**config.mk**
```make
export PLATFORM = sky130hd
export DESIGN_NAME = lead_zero_denorm_seq_flat
export DESIGN_NICKNAME = d
export VERILOG_FILES = /design/src/rtl/lead_zero_denorm_seq_if.sv /design/src/rtl/lead_zero_denorm_seq.sv /design/src/flat_wrapper.sv
export SDC_FILE = /design/constraint.sdc
export NUM_CORES = 1
export LEC_CHECK = 0
export BUFFER_PORTS_ARGS = -buffer_cell sky130_fd_sc_hd__buf_2
export CAP_MARGIN = 10
export CORE_MARGIN = 1
export CORE_UTILIZATION = 40
export DETAILED_ROUTE_END_ITERATION = 8
export GPL_TIMING_DRIVEN = 0
export PLACE_DENSITY_LB_ADDON = 0.25
export SLEW_MARGIN = 25
export SYNTH_ARGS = -nofsm -noshare
export SYNTH_HDL_FRONTEND = slang
export SYNTH_SLANG_ARGS = --single-unit
```
**constraint.sdc**
```tcl
create_clock -name clk_i -period 1.9 [get_ports clk_i]
set_clock_uncertainty 0.05 [all_clocks]
set_input_delay 0.285 -clock clk_i [delete_from_list [all_inputs] [get_ports clk_i]]
set_output_delay 0.285 -clock clk_i [all_outputs]
set_load 0.02 [all_outputs]
```
**src/rtl/lead_zero_denorm_seq_if.sv**
```systemverilog
`default_nettype none
// ============================================================================
//  Module      : lead_zero_denorm_seq_if
//  Description : Handshake and data bundle for lead_zero_denorm_seq.
//                Input side:  in_valid_i / in_ready_o with operand M and
//                             leading-zero count C.
//                Output side: out_valid_o / out_ready_i with the
//                             denormalized word, the one-hot first-'1'
//                             vector and, optionally, the sticky bit.
//  Modports    : master - upstream/downstream environment
//                slave  - the denormalizer itself
//  Macro       : LZDN_STICKY_EN adds out_sticky_o to the bundle
//  Revision    : 1.0 - initial release
// ============================================================================
interface lead_zero_denorm_seq_if #(
    parameter int WIDTH = 8,
    parameter int CNTW  = $clog2(WIDTH + 1)
);

    logic             in_valid_i;
    logic             in_ready_o;
    logic [WIDTH-1:0] in_m_i;
    logic [CNTW-1:0]  in_cnt_i;

    logic             out_valid_o;
    logic             out_ready_i;
    logic [WIDTH-1:0] out_a_o;
    logic [WIDTH-1:0] out_z_o;
`ifdef LZDN_STICKY_EN
    logic             out_sticky_o;
`endif

    modport master (
        output in_valid_i,
        output in_m_i,
        output in_cnt_i,
        output out_ready_i,
        input  in_ready_o,
        input  out_valid_o,
        input  out_a_o,
        input  out_z_o
`ifdef LZDN_STICKY_EN
        ,
        input  out_sticky_o
`endif
    );

    modport slave (
        input  in_valid_i,
        input  in_m_i,
        input  in_cnt_i,
        input  out_ready_i,
        output in_ready_o,
        output out_valid_o,
        output out_a_o,
        output out_z_o
`ifdef LZDN_STICKY_EN
        ,
        output out_sticky_o
`endif
    );

endinterface
`default_nettype wire

```
**src/rtl/lead_zero_denorm_seq.sv**
```systemverilog
`default_nettype none
// ============================================================================
//  Module      : lead_zero_denorm_seq
//  Description : Iterative denormalizer, the inverse of the leading-zero
//                detect/encode path. Rebuilds A = M >> C (zero fill) with a
//                radix-2 barrel shifter that consumes one count bit per
//                clock, and emits the one-hot "first '1' from MSB" vector
//                decoded from C.
//  Ports       : clk_i  - clock, rising edge
//                rst_i  - asynchronous reset, active-high
//                bus    - lead_zero_denorm_seq_if.slave
//                         in_valid_i/in_ready_o, in_m_i, in_cnt_i,
//                         out_valid_o/out_ready_i, out_a_o, out_z_o,
//                         out_sticky_o (LZDN_STICKY_EN only)
//  Macro       : LZDN_STICKY_EN - adds the sticky (OR of shifted-out bits)
//                output and its logic
//  Revision    : 1.0 - initial release
// ============================================================================
module lead_zero_denorm_seq #(
    parameter int WIDTH = 8,
    parameter int CNTW  = $clog2(WIDTH + 1)
) (
    input  wire logic             clk_i,
    input  wire logic             rst_i,
    lead_zero_denorm_seq_if.slave bus
);

    // Stage counter runs 0..CNTW: values 0..CNTW-1 are shift stages, the
    // value CNTW is the result-load slot that gives the constant latency of
    // CNTW+1 edges from acceptance to out_valid_o.
    localparam int STGW = $clog2(CNTW + 1);

    localparam logic [1:0] c_IDLE  = 2'd0;
    localparam logic [1:0] c_SHIFT = 2'd1;
    localparam logic [1:0] c_DONE  = 2'd2;

    // ------------------------------------------------------------------------
    // Registers
    // ------------------------------------------------------------------------
    logic [1:0]       state_q,  state_d;
    logic [STGW-1:0]  stage_q,  stage_d;
    logic [WIDTH-1:0] work_q,   work_d;     // working (shifting) register
    logic [CNTW-1:0]  cnt_q,    cnt_d;      // captured count
    logic [WIDTH-1:0] zdec_q,   zdec_d;     // one-hot decode taken at capture
    logic [WIDTH-1:0] res_a_q,  res_a_d;    // presented result
    logic [WIDTH-1:0] res_z_q,  res_z_d;    // presented one-hot
`ifdef LZDN_STICKY_EN
    logic             stk_q,    stk_d;      // running sticky during SHIFT
    logic             res_s_q,  res_s_d;    // presented sticky
`endif

    // ------------------------------------------------------------------------
    // Combinational helpers
    // ------------------------------------------------------------------------
    logic             w_accept;
    logic             w_last_stage;
    logic [WIDTH-1:0] w_zdec;
    logic [WIDTH-1:0] w_step;
`ifdef LZDN_STICKY_EN
    logic             w_lost;

    // Bits [n-1:0] set; used to pick the bits a right shift by n discards.
    function automatic logic [WIDTH-1:0] low_mask(input int n);
        logic [WIDTH-1:0] m;
        m = '0;
        for (int i = 0; i < WIDTH; i++) begin
            if (i < n) begin
                m[i] = 1'b1;
            end
        end
        return m;
    endfunction
`endif

    assign w_accept     = (state_q == c_IDLE) && bus.in_valid_i;
    assign w_last_stage = (stage_q == STGW'(CNTW));

    // One-hot decode of C: bit (WIDTH-1-C) when C < WIDTH, otherwise zero.
    // Depends on the count only, never on M.
    always_comb begin
        w_zdec = '0;
        for (int i = 0; i < WIDTH; i++) begin
            w_zdec[i] = (int'(bus.in_cnt_i) == (WIDTH - 1 - i));
        end
    end

    // One barrel stage: stage k shifts by 2**k when C[k] is set. A stage
    // whose distance reaches the word width clears the register outright.
    always_comb begin
        w_step = work_q;
`ifdef LZDN_STICKY_EN
        w_lost = 1'b0;
`endif
        for (int k = 0; k < CNTW; k++) begin
            if ((stage_q == STGW'(k)) && cnt_q[k]) begin
                if ((k >= 31) || ((1 << k) >= WIDTH)) begin
                    w_step = '0;
`ifdef LZDN_STICKY_EN
                    w_lost = |work_q;
`endif
                end else begin
                    w_step = work_q >> (1 << k);
`ifdef LZDN_STICKY_EN
                    w_lost = |(work_q & low_mask(1 << k));
`endif
                end
            end
        end
    end

    // ------------------------------------------------------------------------
    // FSM: state register
    // ------------------------------------------------------------------------
    always_ff @(posedge clk_i or posedge rst_i) begin
        if (rst_i) begin
            state_q <= c_IDLE;
        end else begin
            state_q <= state_d;
        end
    end

    // ------------------------------------------------------------------------
    // FSM: next-state logic
    // ------------------------------------------------------------------------
    always_comb begin
        state_d = state_q;
        case (state_q)
            c_IDLE: begin
                if (bus.in_valid_i) begin
                    state_d = c_SHIFT;
                end
            end
            c_SHIFT: begin
                if (w_last_stage) begin
                    state_d = c_DONE;
                end
            end
            c_DONE: begin
                if (bus.out_ready_i) begin
                    state_d = c_IDLE;
                end
            end
            default: begin
                state_d = c_IDLE;
            end
        endcase
    end

    // ------------------------------------------------------------------------
    // FSM: outputs
    // ------------------------------------------------------------------------
    always_comb begin
        bus.in_ready_o  = (state_q == c_IDLE);
        bus.out_valid_o = (state_q == c_DONE);
    end

    // Result registers are separate from the working register so the
    // presented values stay put after the handshake and through the next
    // transaction's SHIFT phase, changing only when the next DONE arrives.
    assign bus.out_a_o = res_a_q;
    assign bus.out_z_o = res_z_q;
`ifdef LZDN_STICKY_EN
    assign bus.out_sticky_o = res_s_q;
`endif

    // ------------------------------------------------------------------------
    // Datapath next-value logic
    // ------------------------------------------------------------------------
    always_comb begin
        stage_d = stage_q;
        work_d  = work_q;
        cnt_d   = cnt_q;
        zdec_d  = zdec_q;
        res_a_d = res_a_q;
        res_z_d = res_z_q;
`ifdef LZDN_STICKY_EN
        stk_d   = stk_q;
        res_s_d = res_s_q;
`endif
        case (state_q)
            c_IDLE: begin
                if (w_accept) begin
                    stage_d = '0;
                    work_d  = bus.in_m_i;
                    cnt_d   = bus.in_cnt_i;
                    zdec_d  = w_zdec;
`ifdef LZDN_STICKY_EN
                    stk_d   = 1'b0;
`endif
                end
            end
            c_SHIFT: begin
                if (w_last_stage) begin
                    // All count bits consumed: publish the result.
                    stage_d = '0;
                    res_a_d = work_q;
                    res_z_d = zdec_q;
`ifdef LZDN_STICKY_EN
                    res_s_d = stk_q;
`endif
                end else begin
                    stage_d = stage_q + STGW'(1);
                    work_d  = w_step;
`ifdef LZDN_STICKY_EN
                    stk_d   = stk_q | w_lost;
`endif
                end
            end
            default: begin
            end
        endcase
    end

    // ------------------------------------------------------------------------
    // Datapath registers
    // ------------------------------------------------------------------------
    always_ff @(posedge clk_i or posedge rst_i) begin
        if (rst_i) begin
            stage_q <= '0;
            work_q  <= '0;
            cnt_q   <= '0;
            zdec_q  <= '0;
            res_a_q <= '0;
            res_z_q <= '0;
`ifdef LZDN_STICKY_EN
            stk_q   <= 1'b0;
            res_s_q <= 1'b0;
`endif
        end else begin
            stage_q <= stage_d;
            work_q  <= work_d;
            cnt_q   <= cnt_d;
            zdec_q  <= zdec_d;
            res_a_q <= res_a_d;
            res_z_q <= res_z_d;
`ifdef LZDN_STICKY_EN
            stk_q   <= stk_d;
            res_s_q <= res_s_d;
`endif
        end
    end

endmodule
`default_nettype wire
```
**src/flat_wrapper.sv**
```systemverilog
// flat-port wrapper written by rule: the top's interface ports become plain ports
module lead_zero_denorm_seq_flat 
#(
    parameter int WIDTH = 8,
    parameter int CNTW  = $clog2(WIDTH + 1)
)
  (clk_i, rst_i, bus_in_valid_i, bus_in_m_i, bus_in_cnt_i, bus_out_ready_i, bus_in_ready_o, bus_out_valid_o, bus_out_a_o, bus_out_z_o);
  lead_zero_denorm_seq_if #(.WIDTH(WIDTH), .CNTW(CNTW)) bus_i ();
  input  wire logic clk_i;
  input  wire logic rst_i;
  input wire logic [$bits(bus_i.in_valid_i)-1:0] bus_in_valid_i;
  input wire logic [$bits(bus_i.in_m_i)-1:0] bus_in_m_i;
  input wire logic [$bits(bus_i.in_cnt_i)-1:0] bus_in_cnt_i;
  input wire logic [$bits(bus_i.out_ready_i)-1:0] bus_out_ready_i;
  output wire logic [$bits(bus_i.in_ready_o)-1:0] bus_in_ready_o;
  output wire logic [$bits(bus_i.out_valid_o)-1:0] bus_out_valid_o;
  output wire logic [$bits(bus_i.out_a_o)-1:0] bus_out_a_o;
  output wire logic [$bits(bus_i.out_z_o)-1:0] bus_out_z_o;
  assign bus_i.in_valid_i = bus_in_valid_i;
  assign bus_i.in_m_i = bus_in_m_i;
  assign bus_i.in_cnt_i = bus_in_cnt_i;
  assign bus_i.out_ready_i = bus_out_ready_i;
  assign bus_in_ready_o = bus_i.in_ready_o;
  assign bus_out_valid_o = bus_i.out_valid_o;
  assign bus_out_a_o = bus_i.out_a_o;
  assign bus_out_z_o = bus_i.out_z_o;
  lead_zero_denorm_seq #(.WIDTH(WIDTH), .CNTW(CNTW)) u_core (.clk_i(clk_i), .rst_i(rst_i), .bus(bus_i));
endmodule
```
==> impl_metrics.tcl <==
set metrics [dict create \
    synth-simple-area-share_pct 12.9 \
    crit_cells 7 \
    holdCritStartpoint "bus_out_ready_i" \
    worstPathRequired_ps 2030 \
    p_sw_share_pct 38.5 \
    cellPowerDensity_nw_per_um2 1690 \
    worst_slew_pin_slew_ps 494 \
    syn_to_final_growth_pct 19.5 \
    async_reset_ff_share_pct 100 \
    ioPinCount 34 \
    slowest_stage "dfrtp_1" \
    synth_seq_cells 41 \
    rr_worst_depth 7 \
    port_buffers 33 \
    slowest_delay_ps 400 \
    path_class "reg -> reg" \
    vias 1350 \
    slew_headroom_pct 67.1 \
    routed_wl_mm 3.62 \
    place_congestion 0.751 \
    grt_pass1_wl_mm 6.24 \
    finalCritPeriodShare_pct 94.1 \
    drv_slew 0 \
    cp_common_cell "ha_1" \
    power.share.clock_pct 14.8 \
    drv_cap 0 \
    wl_per_cell_um 13.2 \
    finalHoldViolations 0 \
    die_w_um 72.4 \
    nFillCells 459 \
    dr.pass1.iters 4 \
    post_cts_buffers 0 \
    vias_per_cell 4.95 \
    synth_common_cells "41 x dfrtp_1, 27 x nand2_1, 17 x mux2_2" \
    grt_usage_pct 15.3 \
    hold_class "in -> reg" \
    initial_core_util_pct 41.7 \
    syn-cell-area_sq_um 1980 \
    clkLatencyLatePin_ps 290 \
    detailed_place_hpwl_mm 2.66 \
    ys_top_cells_by_area "dfrtp_1 52%, mux2_2 9.7%, nand2_1 5.1%, mux2i_1 4.0%, ha_1 3.2%" \
    worst_slack_ps 112 \
    initialDrtViolationCount 82 \
    grt_max_degree 28 \
    post-route-util_pct 49.8 \
    crit_end "u_core.work_q[5]" \
    ys_seq_area_share_pct 51.8 \
    ys.flop_type "dfrtp_1" \
    synth_xor_area_share_pct 0 \
    yosysUniqueCellTypes 29 \
    r2r_start "u_core.stage_q[0]" \
    cp_num_buf_inv 1 \
    antenna_found_initial 0 \
    crit_family "flip-flops" \
    drive_gt1_share_pct 36.9 \
    nNetsFinal 226 \
    post-place-ws_ps -38.8 \
    fin_setup_tns_ps 0 \
    yosys_warnings 0 \
    cts_tree "built" \
    rsz0062_at_grt "no" \
    synth_mux_area_share_pct 17.7 \
    instances_no_fill 273 \
    synth_top_family_by_area "multiplexers" \
    worstPathCellList "ha_1, ha_1, nand2_1, nand3_4, o21a_1, buf_6, mux2_4" \
    cts_made_buffers 5 \
    worstReg2RegEnd "u_core.work_q[5]" \
    internal_power_mw 2.47 \
    antenna_left 0 \
    power_switching_mw 1.55 \
    vdd_ir_drop_max_uv 634 \
    drcViolationCount 0 \
    synth-edff-count 0 \
    clkSinkCount 41 \
    setup_viol 0 \
    synth_nets 184 \
    yosysTopAreaCell "dfrtp_1" \
    synth_most_common_cell "dfrtp_1" \
    reg2reg_slack_ps 110 \
    power_frac_seq_pct 36.6 \
    avgSynthCellArea_sq_um 12.2 \
    rows 25 \
    min_period_ps 1790 \
    grt_pass1_vias 1335 \
    dpl.cell_count 264 \
    htreeDepth 2 \
    holdWs_ps 133 \
    end_kind "flop" \
    clk_path_buf_depth 2 \
    power_frac_comb_pct 48.6 \
    synth_top_area_share_pct 51.8 \
    power.leakage_nw 1.22 \
    fmax_ghz 0.559 \
    die_area_sq_um 5240 \
    critPathLaunchType "flop" \
    path_clk_slew_ps 80 \
    outcome "finished clean" \
    root_buffer "clkbuf_8" \
    grt-ovfl-total 0 \
    critPathLaunch "u_core.stage_q[0]" \
    critical_path.max_fanout 8 \
    insertedDiodeCount 0 \
    coreArea_sq_um 4750 \
    syn_inst 163 \
    synth_compound_area_share_pct 10.8 \
    synthAdderAreaFrac_pct 3.16 \
    arrival_ps 1910 \
    dieHeight_um 72.4 \
]
## worst reg2reg max path, delay by kind of cell (launching register included)
kind | cells | cell delay, ps
buffers and inverters | 1 | 140
adders and majority gates | 2 | 380
DFF | 1 | 400
and+or+nand+nor | 2 | 210
muxes | 1 | 290
AOI/OAI and AO/OA | 1 | 200
## repair_timing
action                                  4_1_cts  5_1_grt
endpoints found under the setup margin        3        9
hold endpoints to repair                     14        0
resized for setup                             1        1
hold buffers                                  1        0
## stage by stage
step	area [sq um]	total power, mW
after floorplan	1980	2.96
after global routing	2370	4.32
after detailed placement	2250	3.43
after CTS	2370	4.06
final	2370	4.01
after global placement	2230	3.39
## kinds of logic after synthesis
logic type                 after synthesis
and+or+nand+nor                         45
DFF                                     41
muxes                                   31
AOI/OAI and AO/OA                       27
buffers and inverters                   14
adders and majority gates                5
## per-layer routing
metal	vias to the layer above	wire (um)	global-route usage [%]
li1	663	-	-
met1	655	1760	20.0
met2	27	1690	25.2
met3	5	134	4.03
met4	0	35	3.92
met5	-	0	0
## state kept, by name, indices dropped and copies added, names as in the netlist
| register | cells |
|---|---|
| u_core.bus.out_a_o | 8 |
| u_core.stage_q | 3 |
| u_core.cnt_q | 4 |
| u_core.zdec_q | 8 |
| u_core.work_q | 8 |
| u_core.bus.out_z_o | 8 |
| u_core.state_q | 2 |
## placed cells by master (no fill, tap or decap), drive strengths merged
master	synthesis	routed
a211oi	4	4
mux2	23	23
inv	7	7
o21bai	1	1
o41ai	4	4
o21ai	6	6
clkinv	0	2
nor2	6	6
or4	1	1
nand3b	3	3
dfrtp	41	41
a31oi	1	1
ha	5	5
o32a	4	4
o21a	1	1
buf	5	39
nand2b	5	5
dlygate4sd3	0	1
a21oi	1	1
a32o	2	2
nand2	27	27
and2b	1	1
mux2i	8	8
nand3	2	2
clkbuf	2	8
o31ai	3	3
## power groups by stage
stage | clock (mW) | sequential [mW] | combinational, mW
5_1_grt | 0.654 | 1.53 | 2.14
6_report | 0.593 | 1.47 | 1.95
4_1_cts | 0.616 | 1.48 | 1.96
2_1_floorplan | 0 | 1.62 | 1.35
3_5_place_dp | 0 | 1.49 | 1.94
3_3_place_gp | 0 | 1.48 | 1.91
## worst min path at each step
stage	slack, ps	endpoint	cells past startpoint
2_1_floorplan	330	u_core.zdec_q[4]	1
3_3_place_gp	410	u_core.bus.out_a_o[7]	2
3_5_place_dp	220	u_core.bus.out_a_o[2]	2
4_1_cts	120	u_core.state_q[1]	2
5_1_grt	140	u_core.state_q[1]	2
6_report	130	u_core.state_q[1]	2
## area by class of cell
| cell class | instances | area (sq um) | area share (%) |
|---|---|---|---|
| buffer | 7 | 47.5 | 2.01 |
| clock buffer | 6 | 82.6 | 3.49 |
| clock inverter | 2 | 13.8 | 0.581 |
| inverter | 7 | 26.3 | 1.11 |
| multi-input combinational | 108 | 893 | 37.7 |
| sequential | 41 | 1030 | 43.3 |
| tap | 67 | 83.8 | 3.54 |
| timing repair buffer | 35 | 195 | 8.24 |
Note: power is estimated with default switching activity, not from simulation.
